==> src/rtl/gtech_muxi_n_reg_if.sv <==
// gtech_muxi_n_reg_if: select handshake, channel data and registered mux result bundle
interface gtech_muxi_n_reg_if #(
  parameter int NCH = 4,
  parameter int WIDTH = 8
);
  localparam int SW = (NCH > 1) ? $clog2(NCH) : 1;
  logic [NCH*WIDTH-1:0] D;
  logic [SW-1:0] SEL;
  logic SEL_VLD;
  logic SEL_RDY;
  logic INV;
  logic [WIDTH-1:0] Z;
  logic Z_VLD;
  logic [SW-1:0] CUR_SEL;
  logic SEL_ERR;
  modport master (
    output D, SEL, SEL_VLD, INV,
    input SEL_RDY, Z, Z_VLD, CUR_SEL, SEL_ERR
  );
  modport slave (
    input D, SEL, SEL_VLD, INV,
    output SEL_RDY, Z, Z_VLD, CUR_SEL, SEL_ERR
  );
endinterface

==> src/rtl/gtech_muxi_n_reg.sv <==
// gtech_muxi_n_reg: registered N:1 inverting mux with handshaked channel change and blanking gap
module gtech_muxi_n_reg #(
  parameter int NCH = 4,
  parameter int WIDTH = 8,
  parameter int GAP = 2
) (
  input logic CLK,
  input logic RST,
  gtech_muxi_n_reg_if.slave bus
);
  localparam int SW = (NCH > 1) ? $clog2(NCH) : 1;
  localparam logic [3:0] GAP_M1 = 4'((GAP > 0) ? GAP - 1 : 0);
  typedef enum logic {RUN, BLANK} state_t;
  state_t state, state_n;
  logic [3:0] cnt, cnt_n;
  logic [WIDTH-1:0] z_q, z_n, live, fresh;
  logic [SW-1:0] cur_q, cur_n;
  logic vld_q, vld_n, err_q, err_n;
  logic sel_ok, accept, chg;
  // Decoded lookup so an unused select code can never address outside D
  function automatic logic [WIDTH-1:0] pick(input logic [NCH*WIDTH-1:0] d, input logic [SW-1:0] idx);
    pick = '0;
    for (int i = 0; i < NCH; i++)
      if (idx == SW'(i)) pick = d[i*WIDTH +: WIDTH];
  endfunction
  if ((1 << SW) == NCH) begin : g_pow2
    assign sel_ok = 1'b1;
  end else begin : g_npow2
    assign sel_ok = bus.SEL < SW'(NCH);
  end
  assign bus.SEL_RDY = state == RUN;
  assign accept = bus.SEL_VLD & bus.SEL_RDY;
  assign chg = accept & sel_ok & (bus.SEL != cur_q);
  assign live = bus.INV ? ~pick(bus.D, cur_q) : pick(bus.D, cur_q);
  assign fresh = bus.INV ? ~pick(bus.D, bus.SEL) : pick(bus.D, bus.SEL);
  // Blanking control: a real channel change with a nonzero gap parks the block in BLANK
  always_ff @(posedge CLK or posedge RST) begin
    if (RST) begin
      state <= RUN;
      cnt <= '0;
    end else begin
      state <= state_n;
      cnt <= cnt_n;
    end
  end
  // Next state: leave BLANK on the edge that finds the counter already at zero
  always_comb begin
    state_n = state;
    cnt_n = cnt;
    if (state == RUN) begin
      if (chg && GAP != 0) begin
        state_n = BLANK;
        cnt_n = GAP_M1;
      end
    end else if (cnt != 4'd0) begin
      cnt_n = cnt - 4'd1;
    end else begin
      state_n = RUN;
    end
  end
  // Output next values: sample the live channel, bypass on a zero-gap change, hold while blanked
  always_comb begin
    cur_n = chg ? bus.SEL : cur_q;
    err_n = accept & ~sel_ok;
    z_n = z_q;
    vld_n = 1'b0;
    if (state == RUN) begin
      z_n = chg ? ((GAP == 0) ? fresh : z_q) : live;
      vld_n = !chg || GAP == 0;
    end else if (cnt == 4'd0) begin
      z_n = live;
      vld_n = 1'b1;
    end
  end
  // Registered outputs
  always_ff @(posedge CLK or posedge RST) begin
    if (RST) begin
      z_q <= '0;
      vld_q <= 1'b0;
      cur_q <= '0;
      err_q <= 1'b0;
    end else begin
      z_q <= z_n;
      vld_q <= vld_n;
      cur_q <= cur_n;
      err_q <= err_n;
    end
  end
  assign bus.Z = z_q;
  assign bus.Z_VLD = vld_q;
  assign bus.CUR_SEL = cur_q;
  assign bus.SEL_ERR = err_q;
endmodule

==> src/flat_wrapper.sv <==
// flat-port wrapper written by rule: the top's interface ports become plain ports
module gtech_muxi_n_reg_flat 
#(
  parameter int NCH = 4,
  parameter int WIDTH = 8,
  parameter int GAP = 2
)
  (CLK, RST, bus_D, bus_SEL, bus_SEL_VLD, bus_INV, bus_SEL_RDY, bus_Z, bus_Z_VLD, bus_CUR_SEL, bus_SEL_ERR);
  gtech_muxi_n_reg_if #(.NCH(NCH), .WIDTH(WIDTH)) bus_i ();
  input logic CLK;
  input logic RST;
  input wire logic [$bits(bus_i.D)-1:0] bus_D;
  input wire logic [$bits(bus_i.SEL)-1:0] bus_SEL;
  input wire logic [$bits(bus_i.SEL_VLD)-1:0] bus_SEL_VLD;
  input wire logic [$bits(bus_i.INV)-1:0] bus_INV;
  output wire logic [$bits(bus_i.SEL_RDY)-1:0] bus_SEL_RDY;
  output wire logic [$bits(bus_i.Z)-1:0] bus_Z;
  output wire logic [$bits(bus_i.Z_VLD)-1:0] bus_Z_VLD;
  output wire logic [$bits(bus_i.CUR_SEL)-1:0] bus_CUR_SEL;
  output wire logic [$bits(bus_i.SEL_ERR)-1:0] bus_SEL_ERR;
  assign bus_i.D = bus_D;
  assign bus_i.SEL = bus_SEL;
  assign bus_i.SEL_VLD = bus_SEL_VLD;
  assign bus_i.INV = bus_INV;
  assign bus_SEL_RDY = bus_i.SEL_RDY;
  assign bus_Z = bus_i.Z;
  assign bus_Z_VLD = bus_i.Z_VLD;
  assign bus_CUR_SEL = bus_i.CUR_SEL;
  assign bus_SEL_ERR = bus_i.SEL_ERR;
  gtech_muxi_n_reg #(.NCH(NCH), .WIDTH(WIDTH), .GAP(GAP)) u_core (.CLK(CLK), .RST(RST), .bus(bus_i));
endmodule
==> config.mk <==
export PLATFORM = sky130hd
export DESIGN_NAME = gtech_muxi_n_reg_flat
export DESIGN_NICKNAME = d
export VERILOG_FILES = /design/src/rtl/gtech_muxi_n_reg_if.sv /design/src/rtl/gtech_muxi_n_reg.sv /design/src/flat_wrapper.sv
export SDC_FILE = /design/constraint.sdc
export NUM_CORES = 1
export LEC_CHECK = 0
export CAP_MARGIN = 20
export CORE_MARGIN = 2
export CORE_UTILIZATION = 40
export CTS_CLUSTER_DIAMETER = 50
export DETAILED_ROUTE_END_ITERATION = 10
export HOLD_SLACK_MARGIN = 0.12
export MAX_ROUTING_LAYER = met4
export PLACE_DENSITY = 0.89
export SYNTH_ARGS = -nofsm -noshare
export SYNTH_HDL_FRONTEND = slang
export SYNTH_SLANG_ARGS = --single-unit
export TNS_END_PERCENT = 30
==> constraint.sdc <==
create_clock -name CLK -period 1.8 [get_ports CLK]
set_input_delay 0.36 -clock CLK [delete_from_list [all_inputs] [get_ports CLK]]
set_output_delay 0.36 -clock CLK [all_outputs]
set_load 0.05 [all_outputs]
# Word level (Yosys, flattened, before mapping)
# Cells that the tools add are included.
totals:
  word_cells: 40
  output_inout_bits: 13
  reg_bits: 16
op_classes:
  n_addsub: 1
  eq_ne: 7
  bitwise_logic: 4
  reduce_logical: 7
  n_mux: 16
op_table:
  columns: ["cell", "count"]
  rows:
  - ["8-bit 2-to-1 mux", 8]
  - ["4-bit 2-to-1 mux", 3]
  - ["8-bit NOT", 1]
  - ["1-bit 2-to-1 mux", 5]
  - ["2-bit equality test, second input constant", 2]
  - ["4-bit logical NOT", 1]
  - ["2-bit inequality test, second input constant", 2]
  - ["2-bit AND reduction", 2]
  - ["4-bit nonzero test", 1]
  - ["4-bit by 1-bit subtractor with 4-bit output, second input constant", 1]
  - ["1-bit bitwise AND", 2]
  - ["2-bit by 1-bit equality test with 1-bit output, second input constant", 1]
  - ["2-bit logical NOT", 1]
  - ["2-bit by 1-bit inequality test with 1-bit output, second input constant", 1]
  - ["2-bit inequality test", 1]
  - ["2-bit nonzero test", 1]
  - ["1-bit logical NOT", 1]
  - ["1-bit NOT", 1]

# Depth between registers and ports, before layout
# Gate-level depths: netlist (run 1).
depth:
  word_depth: 9
  depth_mapped: 7
  ltp_nobuf: 6

# Worst setup path after synthesis (run 1)
# Ideal clock, no wire load.
synth_path:
  kind: "flip-flop to flip-flop"
  start: "reg u_core.cur_q[0] (netlist: u_core.bus.CUR_SEL[0])"
  end: "reg u_core.z_q[0] (netlist: u_core.bus.Z[0])"
  required_time_ns: 1.675
  n_path_buf: 1
  setup_ns: 0.125
  setup_slack_ns: -0.086
  stages_incl_launch_ff: 5
  arrival_time_ns: 1.761
  path_cell_list: "dfrtp_1 > buf_6 > mux4_2 > xor2_1 > mux2_4"
synth_via:
  elab_chain_len: 9
synth_rtl:
  columns: ["element", "line", "source"]
  rows:
  - ["from (decl)", "gtech_muxi_n_reg.sv:17", "logic [SW-1:0] cur_q, cur_n;"]
  - ["from (signal assigned)", "gtech_muxi_n_reg.sv:85", "cur_q <= cur_n;"]
  - ["2-bit logical NOT", "gtech_muxi_n_reg.sv:24", "if (idx == SW'(i)) pick = d[i*WIDTH +: WIDTH];"]
  - ["8-bit 2-to-1 mux (4 in a row)", "gtech_muxi_n_reg.sv:24", null]
  - ["8-bit NOT", "gtech_muxi_n_reg.sv:34", "assign live = bus.INV ? ~pick(bus.D, cur_q) : pick(bus.D, cur_q);"]
  - ["8-bit 2-to-1 mux", "gtech_muxi_n_reg.sv:34", null]
  - ["8-bit 2-to-1 mux (on tied branches)", "gtech_muxi_n_reg.sv:68, gtech_muxi_n_reg.sv:70", null]
  - ["8-bit 2-to-1 mux", "gtech_muxi_n_reg.sv:67", "if (state == RUN) begin"]
  - ["to (signal assigned)", "gtech_muxi_n_reg.sv:83", "z_q <= z_n;"]
  - ["to (decl)", "gtech_muxi_n_reg.sv:16", "logic [WIDTH-1:0] z_q, z_n, live, fresh;"]
# Several ways; a longest one is shown, not always the timed one. The select of a mux whose other input is x is not followed.
# A chain may end at the register's enable or synchronous reset.

# Worst setup path after layout (run 1)
layout_path:
  start: "reg u_core.cur_q[0] (netlist: u_core.bus.CUR_SEL[0])"
  end: "reg u_core.z_q[5] (netlist: u_core.bus.Z[5])"
# Same word-level chain as after synthesis.

==> key figures, run 1 <==
Drt
  – WL final: 2.217 mm
  – DRC Markers: 0
  – Vias: 768
  – DR pass1 iterations: 2
  – Via density: 4.923
  – Wire length per cell: 14.21 µm
  – Initial DRC count: 4
  – Routed Antenna Nets: 0

Logic synthesis
  – Post-synth design cell area: 1025 µm²
  – Synth area leaders: dfrtp_1, mux4_2, mux2_4
  – Post-synth top area share: 39.07%
  – Mean post-synth cell area: 14.04 µm²
  – Syn. warnings: 0
  – Dominant cell type by area after synthesis: dfrtp_1
  – #FFs+latches synth: 16
  – Cells after Synth: 73
  – Seq/Total Area, Yosys: 39.07%
  – Post-synth cell types: 27
  – Syn nets: 113

Global routing
  – First-pass GRT wire length: 3.567 mm
  – Grt total ovfl: 0
  – Initial antenna violation count: 0
  – Vias in the first global route: 815
  – Largest net degree at the start of global routing: 17
  – GRT Overall Usage: 18.26%

Worst hold path
  – Type of the worst min-delay path: in2async

Finish
  – Commonest cells after routing, fill and taps aside: clkdlybuf4s50_1, dfrtp_1, buf_4, xor2_1, mux4_2
  – Final core occ: 64.37%
  – Sequential cell area: 404.1 µm²
  – Fill count: 180
  – Most common cell after layout, fill and taps aside: clkdlybuf4s50_1
  – N_diodes: 0
  – Synth-to-Final Area Change: 54.21%
  – Area of the multi-input gates: 560.5 µm²
  – Final non-filler cell area: 1580 µm²
  – Nets: 167
  – Share of layout cells above drive strength 1: 34.13%

Die
  – Starting density of the core: 41.74%
  – Die Width: 54.62 µm
  – # IOs: 51
  – Die area: 2983 µm²
  – Row count: 18
  – Die Y-Extent: 54.62 µm
  – Core footprint: 2455 µm²

Place
  – Hpwl dp: 1.775 mm
  – Routability cong.: 0.7317
  – I/O Buffers: 49
  – Cell area after placement: 1524 µm²

Setup path
  – CP max stage delay: 0.59 ns
  – Slowest CP cell: dfrtp_4
  – CP Buf/Inv Count: 0
  – Startpoint class of the critical path: flop
  – Data arrival time of the critical path: 1.91 ns
  – Crit-path cells: xnor2_1, a21boi_2, nand2b_4, mux2_2
  – Setup CP Type: reg2reg
  – R2R Setup Slk: 0.07 ns
  – Delay-heaviest family, CP: flip-flops
  – Element type at the critical path end: flop
  – Worst Path Max Fanout: 11
  – Critical Path RT: 1.98 ns

Clock network
  – TritonCTS Sinks: 16
  – Bufs on Longest Clock Path: 2
  – H-tree levels: 1
  – Worst skew pair latency: 0.29 ns
  – Clk slew on worst S/H paths: 0.09 ns
  – Num CTS Buffers: 3
  – TritonCTS clock tree: done
  – Setup repair bufs after CTS: 0
  – CTS root buffer: clkbuf_4
  – Post-CTS Hold Fix Bufs: 0

STA
  – RSZ-0062 raised after global routing: yes
  – Final worst-path cycle share: 95.91%
  – Final-report hold violation count: 0
  – Pins Over Slew Limit: 0
  – Slew of the pin with the lowest slew margin: 0.5784 ns
  – Tmin final: 1.726 ns
  – Rel. slew slack: 61.40%
  – Post-Route Skew: 0.002421 ns
  – Final Setup Violations: 0
  – Fmax: 0.5793 GHz

Pwr
  – Worst VDD drop: 0.001312 V
  – Leak: 0.6892 nW
  – Pwr/cell area: 1892 nW/µm²

Flow run
  – Number of max-cap violations: 0

Status
  – Outcome: finished clean
[state kept, by name (all words and copies together), names as in the netlist]
signal              flops
u_core.bus.CUR_SEL      2
u_core.bus.Z_VLD        1
u_core.cnt              4
u_core.state            1
u_core.bus.Z            8
[synth_stat cells]
library cell / count
a21boi_2: 1
a21oi_1: 1
buf_12: 1
buf_2: 1
buf_4: 1
buf_6: 2
conb_1: 1
dfrtp_1: 16
ha_1: 2
inv_1: 6
inv_2: 1
mux2_1: 2
mux2_2: 2
mux2_4: 7
mux4_2: 8
nand2_1: 1
nand2b_4: 1
nor2_1: 1
nor2b_1: 1
nor3_1: 1
o21ai_0: 1
o22ai_1: 1
o311ai_1: 1
o31ai_2: 1
or3_1: 1
xnor2_1: 2
xor2_1: 9
[power by group]
part           switching, mW  internal, mW
combinational          0.990         0.975
sequential             0.228         0.559
clock                  0.114         0.123
total                   1.33          1.66
[repair_timing]
action                                  4_1_cts  5_1_grt
resized for setup                             0        2
endpoints found under the setup margin        0        1
hold endpoints to repair                      0        0
[per-layer routing]
layer	vias to the layer above	routed length (µm)	global-route usage, %
met5	-	0	-
met4	0	57	8.750
met3	6	160	3.825
met2	41	1169	29.37
met1	361	830	21.72
li1	360	-	-
[cells by family after synthesis]
family	share of synthesized area (%)
buf+inv	7.936
compound gates	4.761
other cells	0.3659
simple gates	3.784
xor+xnor	9.402
fa+ha+maj	2.442
mux	32.23
flops	39.07
[stage by stage]
step                      cells  setup TNS, ns  hold slack [ns]  power (mW)  worst slack (ns)
after detailed placement    151         -1.116           0.5073       2.717           -0.1781
after floorplan              73       -0.05706           0.2737       2.218          -0.05706
after CTS                   155              0           0.4418       2.959           0.06199
after global placement      151        -0.6572           0.5040       2.653           -0.1137
after global routing        156       -0.03717           0.5023       3.184          -0.03717
final                       156              0           0.4223       2.990           0.07367
[final cells by class]
type / count / area share [%]
clock buffer: 4 / 2.296
inverter: 7 / 1.663
multi-input combinational: 46 / 35.47
sequential: 16 / 25.57
tap: 30 / 2.375
timing repair buffer: 53 / 32.62
[path summary, 6_finish.rpt]
| kind | depth (start not counted) | endpoint | start |
|---|---|---|---|
| max in group asynchronous | 2 | u_core.bus.CUR_SEL[0]$_DFFE_PP0P_ | RST |
| max | 4 | u_core.bus.Z[5]$_DFFE_PP0N_ | u_core.bus.CUR_SEL[0]$_DFFE_PP0P_ |
| min in group CLK | 1 | u_core.bus.Z[0]$_DFFE_PP0N_ | u_core.bus.Z[0]$_DFFE_PP0N_ |
| min reg2reg | 1 | u_core.bus.Z[0]$_DFFE_PP0N_ | u_core.bus.Z[0]$_DFFE_PP0N_ |
| min | 2 | u_core.bus.Z[2]$_DFFE_PP0N_ | RST |
| max reg2reg | 4 | u_core.bus.Z[5]$_DFFE_PP0N_ | u_core.bus.CUR_SEL[0]$_DFFE_PP0P_ |
Note: power is estimated with default switching activity, not from simulation.
==> run 2: changes to the inputs <==
Settings changed: CAP_MARGIN 20 to default.
==> results of run 2 <==
Final layout, timing and power as in run 1 (identical DEF).
==> run 3: changes to the inputs <==
Settings changed: CTS_CLUSTER_DIAMETER 50 to default.
==> results of run 3 <==
Final layout, timing and power as in run 1 (identical DEF).
